===== config.mk =====
export PLATFORM = sky130hd
export DESIGN_NAME = if_fetch_unit_flat
export DESIGN_NICKNAME = d
export VERILOG_FILES = /design/src/rtl/if_fetch_unit_if.sv /design/src/rtl/if_fetch_unit.sv /design/src/flat_wrapper.sv
export SDC_FILE = /design/constraint.sdc
export NUM_CORES = 1
export LEC_CHECK = 0
export ABC_AREA = 1
export ABC_CLOCK_PERIOD_IN_PS = 4160
export BUFFER_PORTS_ARGS = -buffer_cell sky130_fd_sc_hd__buf_2
export CAP_MARGIN = 20
export CORE_UTILIZATION = 50
export DETAILED_ROUTE_END_ITERATION = 16
export GPL_ROUTABILITY_DRIVEN = 0
export PLACE_DENSITY = 0.72
export RECOVER_POWER = 50
export SLEW_MARGIN = 10
export SYNTH_ARGS = -nofsm -noshare
export SYNTH_HDL_FRONTEND = slang
export SYNTH_SLANG_ARGS = --single-unit

===== constraint.sdc =====
create_clock -name clk -period 4.16 [get_ports clk]
set_input_delay 0.416 -clock clk [delete_from_list [all_inputs] [get_ports clk]]
set_output_delay 0.416 -clock clk [all_outputs]
set_load 0.005 [all_outputs]

===== src/rtl/if_fetch_unit_if.sv =====
// Instruction-memory request/ready bus between the fetch unit (master) and memory (slave).
interface if_fetch_unit_if #(
    parameter int unsigned DATA_WIDTH = 32
);
    logic                  o_Mem_Req;
    logic [DATA_WIDTH-1:0] o_Mem_Addr;
    logic                  i_Mem_Ready;
    logic [DATA_WIDTH-1:0] i_Mem_Rdata;

    modport master (
        output o_Mem_Req,
        output o_Mem_Addr,
        input  i_Mem_Ready,
        input  i_Mem_Rdata
    );

    modport slave (
        input  o_Mem_Req,
        input  o_Mem_Addr,
        output i_Mem_Ready,
        output i_Mem_Rdata
    );
endinterface


===== src/rtl/if_fetch_unit.sv =====
// Fetch front end: owns the PC, issues variable-latency memory requests and
// presents a registered PC/instruction buffer to the IF/ID stage.
module if_fetch_unit #(
    parameter int unsigned          DATA_WIDTH = 32,
    parameter logic [DATA_WIDTH-1:0] RESET_PC  = '0
) (
    input  logic                  clk,
    input  logic                  reset,
    input  logic                  i_Freeze,
    input  logic                  i_Branch_Taken,
    input  logic [DATA_WIDTH-1:0] i_Branch_Address,
    if_fetch_unit_if.master       mem,
    output logic                  o_Valid,
    output logic [DATA_WIDTH-1:0] o_Pc,
    output logic [DATA_WIDTH-1:0] o_Instruction
);

    typedef enum logic [1:0] {
        S_IDLE = 2'd0,
        S_REQ  = 2'd1,
        S_SKID = 2'd2
    } state_t;

    state_t                state_q;
    logic [DATA_WIDTH-1:0] pc_q;
    logic [DATA_WIDTH-1:0] req_addr_q;
    logic                  discard_q;
    logic                  mem_req_q;
    logic [DATA_WIDTH-1:0] skid_instr_q;
    logic [DATA_WIDTH-1:0] skid_pc_q;
    logic [DATA_WIDTH-1:0] next_addr_c;

    assign next_addr_c    = req_addr_q + DATA_WIDTH'(4);
    assign mem.o_Mem_Req  = mem_req_q;
    assign mem.o_Mem_Addr = req_addr_q;

    always_ff @(posedge clk) begin
        if (!reset) begin
            state_q       <= S_IDLE;
            pc_q          <= RESET_PC;
            req_addr_q    <= '0;
            discard_q     <= 1'b0;
            mem_req_q     <= 1'b0;
            skid_instr_q  <= '0;
            skid_pc_q     <= '0;
            o_Valid       <= 1'b0;
            o_Pc          <= '0;
            o_Instruction <= '0;
        end else if (i_Branch_Taken) begin
            // Redirect flushes the buffer even under freeze.
            o_Valid       <= 1'b0;
            o_Pc          <= '0;
            o_Instruction <= '0;
            pc_q          <= i_Branch_Address;
            if (state_q == S_REQ) begin
                if (mem.i_Mem_Ready) begin
                    req_addr_q <= i_Branch_Address;
                    discard_q  <= 1'b0;
                end else begin
                    discard_q  <= 1'b1;
                end
            end else begin
                req_addr_q <= i_Branch_Address;
                state_q    <= S_REQ;
                mem_req_q  <= 1'b1;
            end
        end else begin
            // Buffer is consumed unless something below reloads it.
            if (o_Valid && !i_Freeze) begin
                o_Valid       <= 1'b0;
                o_Pc          <= '0;
                o_Instruction <= '0;
            end
            case (state_q)
                S_IDLE: begin
                    req_addr_q <= pc_q;
                    state_q    <= S_REQ;
                    mem_req_q  <= 1'b1;
                end
                S_REQ: begin
                    if (mem.i_Mem_Ready) begin
                        if (discard_q) begin
                            discard_q  <= 1'b0;
                            req_addr_q <= pc_q;
                        end else if (!o_Valid || !i_Freeze) begin
                            o_Valid       <= 1'b1;
                            o_Pc          <= next_addr_c;
                            o_Instruction <= mem.i_Mem_Rdata;
                            pc_q          <= next_addr_c;
                            req_addr_q    <= next_addr_c;
                        end else begin
                            skid_instr_q <= mem.i_Mem_Rdata;
                            skid_pc_q    <= next_addr_c;
                            pc_q         <= next_addr_c;
                            state_q      <= S_SKID;
                            mem_req_q    <= 1'b0;
                        end
                    end
                end
                S_SKID: begin
                    if (!i_Freeze) begin
                        o_Valid       <= 1'b1;
                        o_Pc          <= skid_pc_q;
                        o_Instruction <= skid_instr_q;
                        req_addr_q    <= pc_q;
                        state_q       <= S_REQ;
                        mem_req_q     <= 1'b1;
                    end
                end
                default: begin
                    state_q   <= S_IDLE;
                    mem_req_q <= 1'b0;
                end
            endcase
        end
    end

endmodule

===== src/flat_wrapper.sv =====
// flat-port wrapper written by rule: the top's interface ports become plain ports
module if_fetch_unit_flat 
#(
    parameter int unsigned          DATA_WIDTH = 32,
    parameter logic [DATA_WIDTH-1:0] RESET_PC  = '0
)
  (clk, reset, i_Freeze, i_Branch_Taken, i_Branch_Address, o_Valid, o_Pc, o_Instruction, mem_o_Mem_Req, mem_o_Mem_Addr, mem_i_Mem_Ready, mem_i_Mem_Rdata);
  if_fetch_unit_if #(.DATA_WIDTH(DATA_WIDTH)) mem_i ();
  input  logic clk;
  input  logic reset;
  input  logic i_Freeze;
  input  logic i_Branch_Taken;
  input  logic [DATA_WIDTH-1:0] i_Branch_Address;
  output logic o_Valid;
  output logic [DATA_WIDTH-1:0] o_Pc;
  output logic [DATA_WIDTH-1:0] o_Instruction;
  output wire logic [$bits(mem_i.o_Mem_Req)-1:0] mem_o_Mem_Req;
  output wire logic [$bits(mem_i.o_Mem_Addr)-1:0] mem_o_Mem_Addr;
  input wire logic [$bits(mem_i.i_Mem_Ready)-1:0] mem_i_Mem_Ready;
  input wire logic [$bits(mem_i.i_Mem_Rdata)-1:0] mem_i_Mem_Rdata;
  assign mem_o_Mem_Req = mem_i.o_Mem_Req;
  assign mem_o_Mem_Addr = mem_i.o_Mem_Addr;
  assign mem_i.i_Mem_Ready = mem_i_Mem_Ready;
  assign mem_i.i_Mem_Rdata = mem_i_Mem_Rdata;
  if_fetch_unit #(.DATA_WIDTH(DATA_WIDTH), .RESET_PC(RESET_PC)) u_core (.clk(clk), .reset(reset), .i_Freeze(i_Freeze), .i_Branch_Taken(i_Branch_Taken), .i_Branch_Address(i_Branch_Address), .mem(mem_i), .o_Valid(o_Valid), .o_Pc(o_Pc), .o_Instruction(o_Instruction));
endmodule

==> flow_summary.toml <==
[floorplanning]
num_rows = 52
ios = 167
start_util_pct = 51.28
core-area_mm2 = 0.02036
dieArea_mm2 = 0.02147
die_w_um = 146.5
die_h_um = 146.5

[sta]
tightest_slew_ns = 2.543
relSlewSlack_pct = -69.52
final-hold-violation-count = 0
fin_crit_ns = 3.306
setup_viol = 0
finClkSkew_ns = 0.01389
slew_viol_final = 58
setup_tns_ns = 0
period_share_pct = 79.48
max_freq_mhz = 302.4
grt_setup_unrepaired = "no"
whs_ns = 0.2076

[run_status]
violations = "max-capacitance violations, max-slew violations"
status = "finished, violations left"

[worst_hold_path]
min_path_cells = 3
hp-class = "primary input to flop"
hold_start = "mem_i_Mem_Rdata[14]"
holdPathEnd = "u_core.skid_instr_q[14]$_SDFFE_PN0P_"

[clock_tree]
post-cts-setup-buffers = 0
root_buffer = "clkbuf_16"
cts-buffers-inserted = 17
cts.clk_slew.worst_paths_ns = 0.08
cts_tree = "yes"
cts_sinks = 197
htree_levels = 4
cts_buffer_depth = 2
postCtsHoldBufs = 0
ctsResizeCount = 0
clkLatencyLatePin_ns = 0.45

[worst_setup_path]
crit_type = "flop to flop"
r2r_start = "u_core.state_q[1]$_SDFFE_PN0P_"
critPathLaunchType = "flop"
end_kind = "flop"
cp.arrival_ns = 3.65
required_ns = 4.50
critPathMaxFanout = 57
r2r_end = "u_core.skid_pc_q[5]$_SDFFE_PN0P_"
ff2ff_setup_slack_ns = 0.85
r2r_cells = 7

[layout]
multi_input_area_mm2 = 0.005567
fillers = 1947
areaGrowthSynthToFinish_pct = 12.90
fin_util_pct = 57.90
seq_area_mm2 = 0.003944
drive_gt1_share_pct = 13.84
nNetsFinal = 1679
fin_cells = 1889

[synth]
netlist.area_leader.share_pct = 37.77
synth-seq-area-share_pct = 37.77
syn_inst = 1513
synth-edff-count = 0
ys.flop_type = "dfxtp_1"
syn_avg_cell_area_um2 = 6.902
synth_fp_nets = 1587
ys_ff_latch = 197
synth.area.top_cells = "dfxtp_1 (38%), nand2_1 (12%), a21oi_1 (9.0%)"
syn_area_mm2 = 0.01044
synthDistinctLibCells = 39
yosys_warnings = 0
yosysTopAreaCell = "dfxtp_1"
async_reset_ff_share_pct = 0

[grt]
track_usage_pct = 28.52
grt_pass1_wl_um = 49320
antenna_found_initial = 0
overflow = 0
grt_pass1_vias = 9688
grt_max_degree = 84

[routing]
vias = 10910
drtIter0Drc = 1072
avgViaCountPerCell = 5.775
finalWirelength_um = 31510
drt_first_pass_iters = 7
drc = 0
ant_nets = 0
wl_per_cell_um = 16.68

[power_and_ir_drop]
p_per_area_mw_per_mm2 = 685.2
peakVddDrop_mv = 0.4238
power_leakage_nw = 5.086
power_mw = 8.078

[placed_design]
io_buffer_count = 166
place_hpwl_um = 20160
post-place-cells = 1856

[job]
max_cap_violations = 1
## cells in the mapped netlist (6+ instances only)
cell type	count
a221oi_1	43
nand3_1	42
o21ai_0	154
nor2_4	9
a31oi_1	17
nor2_2	6
dfxtp_1	197
inv_1	106
clkbuf_1	62
xor2_2	7
o211ai_1	41
o221ai_1	18
buf_4	7
nor2_1	160
a21oi_1	187
nand2_1	344
nand2_2	7
a22o_1	21
buf_2	35
## report_power, final
part | switching [mW] | internal (mW) | total (mW)
clock network | 0.823 | 0.856 | 1.68
registers | 0.475 | 2.30 | 2.78
logic | 2.37 | 1.25 | 3.62
## per-layer routing
layer  vias up  share of wire, %  track usage [%]
li1       5299                 -                -
met1      5059                45            40.79
met2       508                44            43.02
met3        43               8.9            4.875
met4         0               2.0            10.05
met5         -                 0                0
## cell usage in the layout, fill, tap and decap left out, types with 41 or more instances in the layout
cell type / netlist / layout
buf_2: 35 / 129
nand3_1: 42 / 42
o21ai_0: 154 / 154
inv_1: 106 / 105
o211ai_1: 41 / 41
dfxtp_1: 197 / 197
nand2_1: 344 / 344
a21oi_1: 187 / 187
nor2_1: 160 / 158
a221oi_1: 43 / 43
## critical path, cell delays in order, from the launching register on
cell	delay (ns)
dfxtp_1	0.33
inv_1	0.10
ha_2	0.20
nand2_1	0.13
nor2_4	0.15
clkbuf_1	1.80
o21ai_0	0.23
a21oi_1	0.21
## final cells by class
| type | instances | share of cell area, % |
|---|---|---|
| inverters | 114 | 3.661 |
| repair buffers | 184 | 7.768 |
| multi-input cells | 1091 | 47.21 |
| diodes | 1 | 0.02122 |
| clock buffers | 17 | 3.608 |
| clock inverters | 15 | 1.411 |
| well taps | 270 | 2.865 |
| flip-flops and latches | 197 | 33.45 |
## sequential cells by signal (all words and copies together) (netlist names)
signal,count
u_core.o_Pc,32
u_core.o_Valid,1
u_core.pc_q,32
u_core.mem.o_Mem_Addr,32
u_core.discard_q,1
u_core.skid_instr_q,32
u_core.o_Instruction,32
u_core.mem.o_Mem_Req,1
u_core.skid_pc_q,32
u_core.state_q,2
## kinds of logic (layout without fill, tap and decap cells)
| family | after synthesis | count (layout) | share of synthesized area (%) |
|---|---|---|---|
| fa+ha+maj | 5 | 5 | 0.5991 |
| compound gates | 492 | 492 | 27.87 |
| simple gates | 581 | 581 | 23.08 |
| xor+xnor | 13 | 13 | 1.594 |
| other cells | 0 | 1 | 0 |
| buf+inv | 225 | 330 | 9.094 |
| flops | 197 | 197 | 37.77 |
## stage by stage
stage | area, um2 | worst slack [ns]
6_report | 11790 | 0.8536
5_1_grt | 11790 | 0.6113
4_1_cts | 11840 | 1.424
3_5_place_dp | 11250 | 1.435
3_3_place_gp | 11250 | 1.500
2_1_floorplan | 10440 | 2.505
## worst max-delay path by stage
stage,start,cells after the start,slack [ns],endpoint
3_5_place_dp,u_core.state_q[1]$_SDFFE_PN0P_,11,1.43,u_core.mem.o_Mem_Addr[7]$_SDFFE_PN0P_
5_1_grt,u_core.state_q[1]$_SDFFE_PN0P_,7,0.61,u_core.skid_instr_q[25]$_SDFFE_PN0P_
3_3_place_gp,u_core.state_q[1]$_SDFFE_PN0P_,11,1.50,u_core.mem.o_Mem_Addr[7]$_SDFFE_PN0P_
2_1_floorplan,u_core.state_q[0]$_SDFFE_PN0P_,8,2.51,u_core.o_Pc[10]$_SDFF_PP0_
6_report,u_core.state_q[1]$_SDFFE_PN0P_,7,0.85,u_core.skid_pc_q[5]$_SDFFE_PN0P_
4_1_cts,u_core.state_q[1]$_SDFFE_PN0P_,11,1.42,u_core.mem.o_Mem_Addr[7]$_SDFFE_PN0P_
Power figures use the tool's default switching activity.
